--- src/rtl/scpu_pkg.sv ---
// Shared instruction-format definitions for the simple_cpu control path and its sequencer.
package scpu_pkg;

  localparam int unsigned CNT_W = 8;

  localparam int OP_MSB  = 19;
  localparam int OP_LSB  = 18;
  localparam int X1_MSB  = 17;
  localparam int X1_LSB  = 16;
  localparam int X2_MSB  = 15;
  localparam int X2_LSB  = 14;
  localparam int X3_MSB  = 13;
  localparam int X3_LSB  = 12;
  localparam int IMM_MSB = 11;
  localparam int IMM_LSB = 4;
  localparam int FN_MSB  = 3;
  localparam int FN_LSB  = 0;

  localparam logic [3:0] FN_ADD = 4'd0;
  localparam logic [3:0] FN_SUB = 4'd1;

  typedef enum logic [1:0] {
    OP_NOP    = 2'b00,
    OP_ALU    = 2'b01,
    OP_LOADR  = 2'b10,
    OP_STORER = 2'b11
  } opcode_e;

  typedef enum logic [1:0] {
    ST_IDLE,
    ST_ISSUE,
    ST_DONE
  } state_e;

  // Number of consecutive cycles an instruction must stay on the CPU input.
  function automatic int unsigned hold_cycles(input opcode_e     op,
                                              input int unsigned alu_cycles,
                                              input int unsigned load_cycles,
                                              input int unsigned store_cycles);
    int unsigned n;
    case (op)
      OP_NOP:    n = 1;
      OP_ALU:    n = alu_cycles;
      OP_LOADR:  n = load_cycles;
      OP_STORER: n = store_cycles;
      default:   n = 1;
    endcase
    return n;
  endfunction

endpackage

--- src/rtl/prog_ram.sv ---
// Single-write-port program store with asynchronous read and write-first forwarding.
module prog_ram #(
  parameter int unsigned DATA_W = 20,
  parameter int unsigned ADDR_W = 4
) (
  input  logic              clk,
  input  logic              i_we,
  input  logic [ADDR_W-1:0] i_waddr,
  input  logic [DATA_W-1:0] i_wdata,
  input  logic [ADDR_W-1:0] i_raddr,
  output logic [DATA_W-1:0] o_rdata
);

  localparam int unsigned DEPTH = 1 << ADDR_W;

  logic [DATA_W-1:0] r_mem [DEPTH];

  // Contents intentionally survive reset.
  always_ff @(posedge clk) begin
    if (i_we) begin
      r_mem[i_waddr] <= i_wdata;
    end
  end

  always_comb begin
    o_rdata = r_mem[i_raddr];
    if (i_we && (i_waddr == i_raddr)) begin
      o_rdata = i_wdata;
    end
  end

endmodule

--- src/rtl/instr_sequencer.sv ---
// Issues a stored program to the simple_cpu, holding each word for its opcode's cycle count.
module instr_sequencer
  import scpu_pkg::*;
#(
  parameter int unsigned INSTR_WIDTH    = 20,
  parameter int unsigned PROG_ADDR_BITS = 4,
  parameter int unsigned ALU_CYCLES     = 3,
  parameter int unsigned STORE_CYCLES   = 3,
  parameter int unsigned LOAD_CYCLES    = 4
) (
  input  logic                      clk,
  input  logic                      rst,
  input  logic                      prog_we,
  input  logic [PROG_ADDR_BITS-1:0] prog_addr,
  input  logic [INSTR_WIDTH-1:0]    prog_wdata,
  input  logic [PROG_ADDR_BITS:0]   prog_len,
  input  logic                      start,
  output logic [INSTR_WIDTH-1:0]    instruction,
  output logic [PROG_ADDR_BITS-1:0] pc,
  output logic                      busy,
  output logic                      done
);

  localparam int unsigned LEN_W = PROG_ADDR_BITS + 1;
  localparam int unsigned DEPTH = 1 << PROG_ADDR_BITS;

  state_e                    r_state;
  logic [INSTR_WIDTH-1:0]    r_instr;
  logic [PROG_ADDR_BITS-1:0] r_pc;
  logic                      r_busy;
  logic                      r_done;
  logic [CNT_W-1:0]          r_cnt;
  logic [LEN_W-1:0]          r_len;

  logic                      w_we;
  logic [PROG_ADDR_BITS-1:0] w_raddr;
  logic [INSTR_WIDTH-1:0]    w_rdata;
  logic [CNT_W-1:0]          w_hold_m1;
  logic [LEN_W-1:0]          w_len_clamp;
  logic                      w_last;

  assign w_we        = prog_we && (r_state != ST_ISSUE);
  // Idle always looks at word 0 so a same-cycle write to it is forwarded into the first issue.
  assign w_raddr     = (r_state == ST_ISSUE) ? r_pc + PROG_ADDR_BITS'(1) : '0;
  assign w_hold_m1   = CNT_W'(hold_cycles(opcode_e'(w_rdata[OP_MSB:OP_LSB]), ALU_CYCLES,
                                          LOAD_CYCLES, STORE_CYCLES) - 1);
  assign w_len_clamp = (prog_len > LEN_W'(DEPTH)) ? LEN_W'(DEPTH) : prog_len;
  assign w_last      = ({1'b0, r_pc} == (r_len - LEN_W'(1)));

  prog_ram #(
    .DATA_W(INSTR_WIDTH),
    .ADDR_W(PROG_ADDR_BITS)
  ) u_prog_ram (
    .clk     (clk),
    .i_we    (w_we),
    .i_waddr (prog_addr),
    .i_wdata (prog_wdata),
    .i_raddr (w_raddr),
    .o_rdata (w_rdata)
  );

  always_ff @(posedge clk or posedge rst) begin
    if (rst) begin
      r_state <= ST_IDLE;
      r_instr <= '0;
      r_pc    <= '0;
      r_busy  <= 1'b0;
      r_done  <= 1'b0;
      r_cnt   <= '0;
      r_len   <= '0;
    end else begin
      r_done <= 1'b0;
      case (r_state)
        ST_IDLE: begin
          if (start) begin
            r_len <= w_len_clamp;
            if (w_len_clamp != '0) begin
              r_state <= ST_ISSUE;
              r_pc    <= '0;
              r_instr <= w_rdata;
              r_cnt   <= w_hold_m1;
              r_busy  <= 1'b1;
            end else begin
              r_state <= ST_DONE;
              r_done  <= 1'b1;
            end
          end
        end
        ST_ISSUE: begin
          if (r_cnt != '0) begin
            r_cnt <= r_cnt - CNT_W'(1);
          end else if (!w_last) begin
            r_pc    <= r_pc + PROG_ADDR_BITS'(1);
            r_instr <= w_rdata;
            r_cnt   <= w_hold_m1;
          end else begin
            r_state <= ST_DONE;
            r_instr <= '0;
            r_busy  <= 1'b0;
            r_done  <= 1'b1;
          end
        end
        ST_DONE: begin
          r_state <= ST_IDLE;
        end
        default: begin
          r_state <= ST_IDLE;
        end
      endcase
    end
  end

  assign instruction = r_instr;
  assign pc          = r_pc;
  assign busy        = r_busy;
  assign done        = r_done;

endmodule
--- config.mk ---
export PLATFORM = sky130hd
export DESIGN_NAME = instr_sequencer
export DESIGN_NICKNAME = d
export VERILOG_FILES = /design/src/rtl/scpu_pkg.sv /design/src/rtl/prog_ram.sv /design/src/rtl/instr_sequencer.sv
export SDC_FILE = /design/constraint.sdc
export NUM_CORES = 1
export LEC_CHECK = 0
export ABC_AREA = 1
export BUFFER_PORTS_ARGS = -buffer_cell sky130_fd_sc_hd__buf_4
export CORE_AREA = 2 2 198 200
export CTS_CLUSTER_DIAMETER = 100
export DETAILED_ROUTE_END_ITERATION = 6
export DIE_AREA = 0 0 200 202
export GPL_TIMING_DRIVEN = 0
export SYNTH_ARGS = -nofsm -noshare
export SYNTH_HDL_FRONTEND = slang
export SYNTH_SLANG_ARGS = --single-unit
--- constraint.sdc ---
create_clock -name clk -period 2.61 [get_ports clk]
set_input_delay 0.1305 -clock clk [delete_from_list [all_inputs] [get_ports clk]]
set_output_delay 0.1305 -clock clk [all_outputs]
set_load 0.02 [all_outputs]
==> out/qor.yml <==
detailed_routing:
  wire_per_inst_um: 21.1
  ant_nets: 0
  drtIter0Drc: 947
  routed_wl_um: 41800
  vias_per_cell: 5.23
  drtPass1Iterations: 5
  remaining_drc_errors: 0
  vias: 10300
die:
  rows: 72
  die_h_um: 202
  start_util_pct: 38.6
  core_um2: 38300
  die_width_um: 200
  die_area_um2: 40400
  pin_count: 59
timing:
  fin_skew_ps: 16.2
  worst_slew_pin_slew_ps: 964
  setup-tns-final_ps: 0
  fin_ws_ps: 103
  timing.final.hold_violations: 0
  max_freq_ghz: 0.399
  hold_slack_ps: 36.3
  slew-limit-headroom_pct: 35.6
  min_period_ps: 2510
  slew_violations: 0
  setup_viol: 0
  fin_crit_sh_pct: 96.1
synth:
  avgSynthCellArea_um2: 11.5
  yosys-top-cells-area: "edfxtp_1 (65%), nand3_1 (9.8%), nand2_1 (9.3%), dfrtp_1 (6.9%), nor2_1 (1.1%)"
  yosysWarnings: 0
  syn_area_um2: 14800
  synth_cell_types: 31
  synth-simple-area-share_pct: 21.1
  syn_inst: 1288
  ys_seq_elements: 361
  synth_nets: 1324
  synth_top_area_cell: "edfxtp_1"
  synth-xor-area-share_pct: 0.652
  yosysTopAreaCellShare_pct: 65.0
  seq_area_frac_synth_pct: 71.9
  muxShareOfSynthArea_pct: 0
  synth_compound_area_share_pct: 2.80
  synth_top_family_by_area: "simple AND/OR/NAND/NOR gates"
  synth-adder-area-share_pct: 0.254
clock_tree:
  insertion_delay_ps: 530
  h-tree-depth: 2
  numClockSinks: 361
  clk_pin_slew_worst_paths_ps: 60
  cts_inserted_buffers: 40
  cts_tree: "built"
  cts_setup_buffers: 0
  cts.path.max_buffers: 3
  cts_root_buf: "clkbuf_16"
run_status:
  status: "finished clean"
setup_path:
  critPathLaunchType: "flop"
  critPathCaptureType: "flop"
  path_class: "reg2reg"
  critPathArrivalTime_ps: 2910
  cp_data_required_time_ps: 3010
  cp_max_fo: 10
global_routing:
  grtUsageTotal_pct: 21.1
  grt_pass1_wl_um: 62400
  antenna_found_initial: 0
  grt_overflow: 0
  grt_pass1_vias: 10300
  grt_max_degree: 34
placed_design:
  pre_cts_slack_ps: -360
  port_buffers: 58
  gp_congestion: 0.840
  place_area_um2: 16200
  hpwl_um: 27500
hold_path:
  hp-class: "in2reg"
final_layout:
  nets: 1465
  final_common_cell: "nand2_1"
  final_util_pct: 46.5
  antenna_cells: 0
  layout_common_cells: "nand2_1 (366), edfxtp_1 (320), nand3_1 (289)"
  drive_above_1_share_pct: 14.1
  fin_area_um2: 17800
  area_growth_pct: 20.5
power:
  p_leak_nw: 6.65
  p_per_area_nw_per_um2: 1070
  peakVddDrop_uv: 532
job:
  max_cap_violations: 0
-- registers in the layout (all words and copies together) (netlist names) --
register and flops:
done 1, r_cnt 8, busy 1, r_state 2, u_prog_ram.r_mem 320, r_len 5, pc 4, instruction 20
-- final timing paths --
path | cells after the start | slack (ps) | to | from
max in group asynchronous | 4 | 2020 | instruction[16] | rst
min | 4 | 40 | r_len[1] | start
min reg2reg | 1 | 490 | busy | busy
min in group asynchronous | 3 | 90 | instruction[6] | rst
max | 10 | 100 | instruction[1] | pc[1]
max reg2reg | 10 | 100 | instruction[1] | pc[1]
-- power by group --
| group | switching (W) | internal, W | leakage, nW |
|---|---|---|---|
| combinational | 0.00449 | 0.00210 | 2.61 |
| clock | 0.00225 | 0.00344 | 0.661 |
| sequential | 0.000204 | 0.00655 | 3.38 |
| total | 0.00694 | 0.0121 | 6.65 |
-- routing by layer --
layer | vias to the layer above | part of all wire [%] | GRT usage (%)
li1 | 4802 | - | -
met1 | 5062 | 42 | 28.5
met2 | 401 | 47 | 34.5
met3 | 84 | 7.3 | 3.65
met4 | 0 | 3.0 | 6.96
met5 | - | 0 | 0
-- Yosys cell counts (all sizes together) --
library cell	number
inv	47
nor4	1
nor2	45
xor2	7
o22ai	4
xnor2	4
edfxtp	320
buf	47
or2	3
a31oi	1
nor3	4
o21ai	51
clkinv	1
clkbuf	24
nand2	367
nand4	4
o31ai	1
dfrtp	41
nand3	290
o21a	2
a21oi	21
ha	3
-- worst max-delay path, stage by stage (launching register included) --
cell and delay [ps]:
dfrtp_1 460, ha_1 300, nand3_1 240, inv_2 140, buf_4 220, buf_2 300
nand3_1 120, nand3_1 120, nand3_1 110, a21oi_1 250, o21ai_1 110
-- final cells by class --
cell class,instances,area (um2)
repair buffers,100,963
fillers,3483,20500
flip-flops and latches,361,10600
plain buffers,70,338
clock inverters,19,196
well taps,518,648
multi-input cells,808,3720
inverters,48,180
clock buffers,54,1130
-- what timing repair did --
item                       4_1_cts  5_1_grt
setup endpoints to repair       18       16
gates resized for setup          8       21
gates cloned                     0        0
hold endpoints to repair       368        0
hold buffers                    29        0
-- kinds of logic (layout without fill, tap and decap cells) --
kind of cell             Yosys count  count (layout)
adder cells (fa/ha/maj)            3               3
flip-flops                       361             361
buffers and inverters            119             291
AO/OA/AOI/OAI                     80              80
AND/OR/NAND/NOR                  714             714
XOR/XNOR                          11              11
-- stage by stage --
| stage | total power (W) | cells |
|---|---|---|
| 2_1_floorplan | 0.0109 | 1288 |
| 3_3_place_gp | 0.0132 | 1864 |
| 3_5_place_dp | 0.0133 | 1877 |
| 4_1_cts | 0.0190 | 1979 |
| 5_1_grt | 0.0200 | 1978 |
| 6_report | 0.0190 | 1978 |
Power figures use the tool's default switching activity.
